File: src/rtl/mem_arbiter_pkg.sv
// mem_arbiter_pkg: shared definitions for the instruction/load-store memory
// arbiter. It holds the bus widths, the arbiter state encoding, the captured
// memory command record and two small address/data helpers.
package mem_arbiter_pkg;

    localparam int MEM_AW = 64;            // memory byte-address width
    localparam int MEM_DW = 64;            // memory data width
    localparam int IF_DW  = 32;            // instruction word width
    localparam int MASK_W = MEM_DW / 8;    // byte-enable width

    typedef enum logic [2:0] {
        IDLE    = 3'd0,
        REQ_IF  = 3'd1,
        REQ_LS  = 3'd2,
        WAIT_IF = 3'd3,
        WAIT_LS = 3'd4
    } state_t;

    // Command captured at request acceptance and replayed on the memory port
    // for as long as the request phase lasts.
    typedef struct packed {
        logic [MEM_AW-1:0] addr;
        logic [MEM_DW-1:0] wdata;
        logic [MASK_W-1:0] wmask;
        logic              we;
    } mem_cmd_t;

    // Fetches always read the whole doubleword holding the instruction.
    function automatic logic [MEM_AW-1:0] dword_align(input logic [MEM_AW-1:0] a);
        return {a[MEM_AW-1:3], 3'b000};
    endfunction

    // Select the instruction word from a doubleword using address bit 2.
    function automatic logic [IF_DW-1:0] pick_word(input logic [MEM_DW-1:0] d,
                                                   input logic              hi);
        return hi ? d[MEM_DW-1:IF_DW] : d[IF_DW-1:0];
    endfunction

endpackage

File: src/rtl/mem_arbiter.sv
// mem_arbiter: shares one memory port between the fetch (IF) and load/store
// (LS) sides of a pipeline. Only one memory transaction is outstanding at a
// time; LS wins when both sides ask in the same idle cycle.
//
// Ports
//   clk, rst               clock, asynchronous active-low reset
//   if_req/if_addr/if_flush fetch request, byte address, kill of current fetch
//   if_rdata/if_valid      fetched instruction word and its 1-cycle pulse
//   ls_req/ls_we/ls_addr/ls_wdata/ls_wmask  load/store request
//   ls_rdata/ls_valid      load data (held) and completion pulse (also stores)
//   mem_req/mem_we/mem_addr/mem_wdata/mem_wmask  shared memory request
//   mem_gnt/mem_rvalid/mem_rdata  memory grant and response
//   if_stall/ls_stall      stall requests to the pipeline controller
module mem_arbiter
    import mem_arbiter_pkg::*;
(
    input  logic              clk,
    input  logic              rst,

    input  logic              if_req,
    input  logic [MEM_AW-1:0] if_addr,
    input  logic              if_flush,
    output logic [IF_DW-1:0]  if_rdata,
    output logic              if_valid,

    input  logic              ls_req,
    input  logic              ls_we,
    input  logic [MEM_AW-1:0] ls_addr,
    input  logic [MEM_DW-1:0] ls_wdata,
    input  logic [MASK_W-1:0] ls_wmask,
    output logic [MEM_DW-1:0] ls_rdata,
    output logic              ls_valid,

    output logic              mem_req,
    output logic              mem_we,
    output logic [MEM_AW-1:0] mem_addr,
    output logic [MEM_DW-1:0] mem_wdata,
    output logic [MASK_W-1:0] mem_wmask,
    input  logic              mem_gnt,
    input  logic              mem_rvalid,
    input  logic [MEM_DW-1:0] mem_rdata,

    output logic              if_stall,
    output logic              ls_stall
);

    state_t   state;
    mem_cmd_t cmd;
    logic     if_hi;   // captured if_addr[2]: which half of the dword to return
    logic     drop;    // fetch was flushed after grant; swallow its response

    // Byte-offset bits of the fetch address do not matter: whole dwords are read.
    logic unused_addr_bits;
    assign unused_addr_bits = ^if_addr[1:0];

    always_ff @(posedge clk or negedge rst) begin
        if (!rst) begin
            state    <= IDLE;
            cmd      <= '0;
            if_hi    <= 1'b0;
            drop     <= 1'b0;
            if_rdata <= '0;
            if_valid <= 1'b0;
            ls_rdata <= '0;
            ls_valid <= 1'b0;
        end else begin
            if_valid <= 1'b0;
            ls_valid <= 1'b0;
            case (state)
                // A requester still holding req on its own valid cycle is the
                // tail of the finished transaction, not a new one.
                IDLE: begin
                    if (ls_req) begin
                        if (!ls_valid) begin
                            cmd   <= '{addr: ls_addr, wdata: ls_wdata,
                                       wmask: ls_wmask, we: ls_we};
                            state <= REQ_LS;
                        end
                    end else if (if_req && !if_flush && !if_valid) begin
                        cmd   <= '{addr: dword_align(if_addr), wdata: '0,
                                   wmask: '0, we: 1'b0};
                        if_hi <= if_addr[2];
                        state <= REQ_IF;
                    end
                end
                REQ_IF: begin
                    // A flush racing the grant cannot recall the request, so
                    // the transaction completes and its response is dropped.
                    if (mem_gnt) begin
                        state <= WAIT_IF;
                        drop  <= if_flush;
                    end else if (if_flush) begin
                        state <= IDLE;
                    end
                end
                REQ_LS: begin
                    if (mem_gnt) state <= WAIT_LS;
                end
                WAIT_IF: begin
                    if (mem_rvalid) begin
                        state <= IDLE;
                        drop  <= 1'b0;
                        if (!(drop || if_flush)) begin
                            if_valid <= 1'b1;
                            if_rdata <= pick_word(mem_rdata, if_hi);
                        end
                    end else if (if_flush) begin
                        drop <= 1'b1;
                    end
                end
                WAIT_LS: begin
                    if (mem_rvalid) begin
                        state    <= IDLE;
                        ls_valid <= 1'b1;
                        ls_rdata <= mem_rdata;
                    end
                end
                default: state <= IDLE;
            endcase
        end
    end

    // The memory command is a straight replay of the captured registers, so
    // it is stable for the whole request phase by construction.
    assign mem_req   = (state == REQ_IF) || (state == REQ_LS);
    assign mem_addr  = cmd.addr;
    assign mem_wdata = cmd.wdata;
    assign mem_wmask = cmd.wmask;
    assign mem_we    = cmd.we;

    // Stalls are gated by reset so every output reads 0 while reset is held.
    assign ls_stall = rst && ls_req && !ls_valid;
    assign if_stall = rst && ((if_req && !if_valid) ||
                              (state == REQ_LS) || (state == WAIT_LS));

endmodule

File: config.mk
export PLATFORM = sky130hd
export DESIGN_NAME = mem_arbiter
export DESIGN_NICKNAME = d
export VERILOG_FILES = /design/src/rtl/mem_arbiter_pkg.sv /design/src/rtl/mem_arbiter.sv
export SDC_FILE = /design/constraint.sdc
export NUM_CORES = 1
export LEC_CHECK = 0
export ABC_AREA = 0
export BUFFER_PORTS_ARGS = -buffer_cell sky130_fd_sc_hd__clkbuf_2
export CORE_AREA = 4 4 196 198
export CTS_CLUSTER_DIAMETER = 120
export DETAILED_ROUTE_END_ITERATION = 7
export DIE_AREA = 0 0 200 202
export GPL_ROUTABILITY_DRIVEN = 0
export PLACE_DENSITY = 0.64
export REMOVE_ABC_BUFFERS = 1
export SLEW_MARGIN = 20
export SYNTH_ARGS = -nofsm -noshare
export SYNTH_HDL_FRONTEND = slang
export SYNTH_SLANG_ARGS = --single-unit
File: constraint.sdc
create_clock -name clk -period 2.5 [get_ports clk]
set_clock_uncertainty 0.2 [all_clocks]
set_input_delay 0.375 -clock clk [delete_from_list [all_inputs] [get_ports clk]]
set_output_delay 0.375 -clock clk [all_outputs]
set_load 0.02 [all_outputs]
# After elaboration in Yosys (flattened, before gate mapping)
# Cells that the tools add are included.
# classes
eq_ne	12
reduce_logical	23
n_mux	21
bitwise_logic	2
# ops
cell	count
$mux W137	3
$mux W32	1
$mux W3	7
$ne A3 B3 Y1 const B	4
$pmux W3 S4	1
$reduce_and A3 Y1	4
$mux W1	8
$eq A3 B2 Y1 const B	2
$logic_and A1 B1 Y1	6
$ne A2 B2 Y1 const B	3
$reduce_and A5 Y1	1
$logic_or A1 B1 Y1	4
$reduce_bool A2 Y1	2
$eq A3 B1 Y1 const B	1
$eq A3 B3 Y1 const B	1
$logic_not A1 Y1	3
$logic_not A3 Y1	1
$ne A2 B1 Y1 const B	1
$not A1 Y1	2
$pmux W1 S2	1
$reduce_and A2 Y1	1
$reduce_or A2 Y1	1
# totals
reg_bits	240
inputBits	272
output_inout_bits	238
wordCells	69

# Logic depth before layout (Yosys ltp)
# depth
word_depth	6
mapped_depth	7
depth_no_buf	3

# Worst setup path before layout
# No wires, ideal clock.
# synth_timing
path_kind	in2reg
from	input port ls_req
to	register cmd, in the netlist mem_addr[10]
required_ps	2175
setup_time_ps	125
path_slack_ps	634
path_buffers	3
stages	6
arrival_ps	1541
path_cell_list	buf_2 -> nor4b_4 -> o21ai_1 -> buf_4 -> buf_6 -> mux2_4
# synth_between
elab_chain_cells	2
elab_cells_between_ends	4
classes_between	eq/ne: 1; mux: 1; reduce/logical: 2
# synth_rtl
item	line_no	text
from (decl)	mem_arbiter.sv:26	input logic ls_req,
$ne A2 B2 Y1 (no source line) or $reduce_bool A2 Y1 (tied branches)	-	
$reduce_and A3 Y1 (no source line)	-	
to (signal assigned)	mem_arbiter.sv:75	cmd <= '{addr: ls_addr, wdata: ls_wdata,
to (signal assigned)	mem_arbiter.sv:80	cmd <= '{addr: dword_align(if_addr), wdata: '0,
to (decl)	mem_arbiter.sv:48	mem_cmd_t cmd;
# Several ways; a longest one is shown, not always the timed one.
# A chain may end at the register's enable or synchronous reset.

# Worst setup path after layout
# layout_timing
from	register state[2]
to	output port if_stall
# layout_between
elab_chain_cells	4
elab_cells_between_ends	5
classes_between	eq/ne: 2; reduce/logical: 3
# layout_rtl
item	line_no	text
from (decl)	mem_arbiter.sv:47	state_t state;
from (signal assigned)	mem_arbiter.sv:58	state <= IDLE;
from (signal assigned)	mem_arbiter.sv:77	state <= REQ_LS;
from (signal assigned)	mem_arbiter.sv:83	state <= REQ_IF;
$eq A3 B2 Y1	mem_arbiter.sv:134	(state == REQ_LS) || (state == WAIT_LS));
$logic_or A1 B1 Y1	mem_arbiter.sv:133	assign if_stall = rst && ((if_req && !if_valid) ||
$logic_or A1 B1 Y1 (*)	mem_arbiter.sv:134	
$logic_and A1 B1 Y1 (*)	mem_arbiter.sv:133	
to (decl)	mem_arbiter.sv:43	output logic if_stall,
# Every way passes the cells marked *; elsewhere a longest branch is shown, timed or not.

==> flow_metrics.py <==
metrics = {
    "outcome": {
        "outcome": "finished clean",
    },
    "yosys": {
        "syn-cell-area_um2": 10200,
        "synth.avg_cell_area_um2": 15.7,
        "yosys.area.top_type": "dfrtp_1",
        "ys_async_sr_fraction_pct": 100,
        "yosys_warnings": 0,
        "ys_seq_area_share_pct": 58.7,
        "synth_edf_count": 0,
        "ys.flop_type": "dfrtp_1",
        "ys_types": 29,
        "ys_top_cells_by_count": "dfrtp_1, mux2_2, mux2_1",
        "syn_inst": 654,
        "post-synth-top-count-cell": "dfrtp_1",
        "synth-seq-cells": 240,
        "synth_top_area_share_pct": 58.7,
        "synth_area_leaders": "dfrtp_1, mux2_2, mux2_1",
    },
    "min_path": {
        "min-delay-start": "if_addr[16]",
        "hold_end": "mem_addr[16]$_DFFE_PN0P_",
        "hp-class": "primary input to flop",
        "hold_depth": 3,
    },
    "timing": {
        "final-setup-viol-count": 0,
        "tightest_slew_ns": 0.843,
        "slew-limit-headroom_pct": 43.8,
        "post-route-min-period_ns": 2.37,
        "finalHoldViolCount": 0,
        "setup_ws_ns": 0.135,
        "fmax_mhz": 423,
        "period_share_pct": 94.6,
        "final_max_slew_viol_count": 0,
        "rsz0062_at_grt": "no",
    },
    "routing": {
        "drt_iter0_drc": 301,
        "wl_mm": 36.0,
        "vias_per_cell": 4.51,
        "drc": 0,
        "wl_per_cell_um": 18.8,
        "vias": 8632,
        "ant_nets": 0,
        "first_pass_iters": 4,
    },
    "setup_path": {
        "path_class": "flop to output port",
        "path_common_cell": "buf_4",
        "cp_max_fo": 8,
        "slowest_stage": "dfrtp_2",
        "max_stage_delay_ns": 0.45,
        "r2r_start": "state[2]$_DFFE_PN0P_",
        "rr_endpoint": "mem_wdata[30]$_DFFE_PN0P_",
        "reg2reg_depth": 5,
        "r2r_slack_ns": 0.38,
        "startpoint": "state[2]$_DFFE_PN0P_",
        "end_kind": "output port",
        "crit_chain": "buf_4 -> xnor2_1 -> o22ai_1 -> and2_1 -> buf_4",
        "cp.arrival_ns": 1.79,
        "cp-start-kind": "flop",
        "cp.required_ns": 1.92,
    },
    "floorplanning": {
        "io_pins": 510,
        "dieArea_um2": 40400,
        "rows": 70,
        "start_util_pct": 28.0,
        "die-height_um": 202,
        "die_x_um": 200,
        "coreArea_um2": 36500,
    },
    "clock_network": {
        "cts.root.buffer_cell": "clkbuf_16",
        "worstSkewPairLatency_ns": 0.52,
        "cts_buffers": 26,
        "h-tree-depth": 1,
        "clockBufferDepth": 3,
        "clk_pin_slew_ns": 0.06,
        "clock-sinks": 240,
        "cts_tree": "done",
        "post_cts_buffers": 0,
    },
    "global_route": {
        "grt_pass1_vias": 9525,
        "grt_busiest_layer": "met2",
        "grt_first_pass_wirelength_mm": 53.5,
        "grt_use_met2_pct": 30.8,
        "overflow": 0,
        "grtUsageMet3_pct": 3.95,
        "met1_usage_pct": 18.4,
        "grt_max_degree": 143,
        "antenna_found_initial": 2,
        "grt_usage_pct": 16.7,
    },
    "placed_design": {
        "dp_hpwl_mm": 23.8,
        "port_buffers": 507,
        "place_ws_ns": 0.286,
    },
    "power_and_ir_drop": {
        "leakagePower_nw": 8.54,
        "power_density_nw_per_um2": 1220,
        "peakVddDrop_v": 0.000585,
        "total_power_mw": 20.6,
    },
    "finish": {
        "nFillCells": 3140,
        "drive_above_1_share_pct": 52.1,
        "area_growth_pct": 65.8,
        "layout.nets": 1698,
    },
    "job": {
        "cap_violations": 0,
    },
}
## kinds of logic after synthesis
| group | count (synthesis) | share of synthesized area, % |
|---|---|---|
| muxes | 251 | 29.6 |
| and+or+nand+nor | 24 | 1.48 |
| DFF | 240 | 58.7 |
| xor gates and xnor gates | 2 | 0.171 |
| AOI/OAI and AO/OA | 85 | 7.08 |
| buffers and inverters | 52 | 3.01 |
## per-layer routing
metal	wire length (µm)	part of all wire (%)
met3	2730	7.6
met2	18600	52
met1	13400	37
met5	0	0
met4	1270	3.5
## sequential cells by signal, indices dropped and copies added, names as in the netlist, 3 cells and up
register,count
mem_wdata,64
mem_wmask,8
mem_addr,64
if_rdata,32
state,3
ls_rdata,64
## worst max-delay path by stage
| stage | slack [ns] | cells after the start | endpoint |
|---|---|---|---|
| 3_3_place_gp | 0.31 | 6 | mem_wdata[34]$_DFFE_PN0P_ |
| 2_1_floorplan | -5.79 | 3 | mem_addr[10]$_DFFE_PN0P_ |
| 5_1_grt | 0.02 | 5 | if_stall |
| 4_1_cts | 0.02 | 5 | if_stall |
| 3_5_place_dp | 0.29 | 6 | mem_wdata[30]$_DFFE_PN0P_ |
| 6_report | 0.13 | 5 | if_stall |
## cells in the final DEF, fill, tap and decap left out, types with 3 or more instances in the layout
cell	count
clkbuf_2	504
mux2_2	109
dfrtp_1	239
dlygate4sd3_1	256
nor2_1	5
mux2_4	54
inv_1	3
clkbuf_8	8
buf_12	11
a22o_1	76
nand2_1	4
bufinv_16	4
clkbuf_16	26
a21oi_1	4
clkinv_2	5
mux2_1	88
buf_4	20
## critical path, delay by kind of cell (launching register included)
kind	cells	cell delay, ns
AND/OR/NAND/NOR	1	0.22
AO/OA/AOI/OAI	1	0.12
flip-flops	1	0.45
XOR/XNOR	1	0.12
buffers and inverters	2	0.35
## power by group
part	internal [mW]	switching (mW)
Clock	2.56	1.62
Combinational	4.34	5.25
Sequential	5.74	1.12
Total	12.6	7.98
## per-stage QoR
step / hold WS [ns] / std cells / utilization (%) / area (µm²) / TNS (ns)
5_1_grt: 0.00448 / 1916 / 46.5 / 17000 / 0
2_1_floorplan: -0.121 / 605 / - / 9940 / -1001.24
6_report: 0.0343 / 1916 / 46.5 / 17000 / 0
3_5_place_dp: -0.0123 / 1610 / 36.8 / 13500 / 0
3_3_place_gp: -0.0119 / 1610 / 36.8 / 13500 / 0
4_1_cts: 0.000471 / 1914 / 46.4 / 17000 / 0
## cell type report
class / count / area, µm² / share of cell area, %
diodes: 2 / 5.00 / 0.0295
clock buffers: 36 / 768 / 4.53
clock inverters: 12 / 176 / 1.04
inverters: 3 / 11.3 / 0.0664
multi-input cells: 362 / 3940 / 23.2
flip-flops and latches: 240 / 6010 / 35.4
well taps: 468 / 586 / 3.45
repair buffers: 793 / 5480 / 32.3
## timing repair
action | in CTS | in global routing
setup endpoints to repair | 0 | 1
endpoints found under the hold margin | 472 | 0
gates resized for setup | 0 | 3
hold buffers | 256 | 0
No activity file was read; power rests on OpenSTA's default activity.
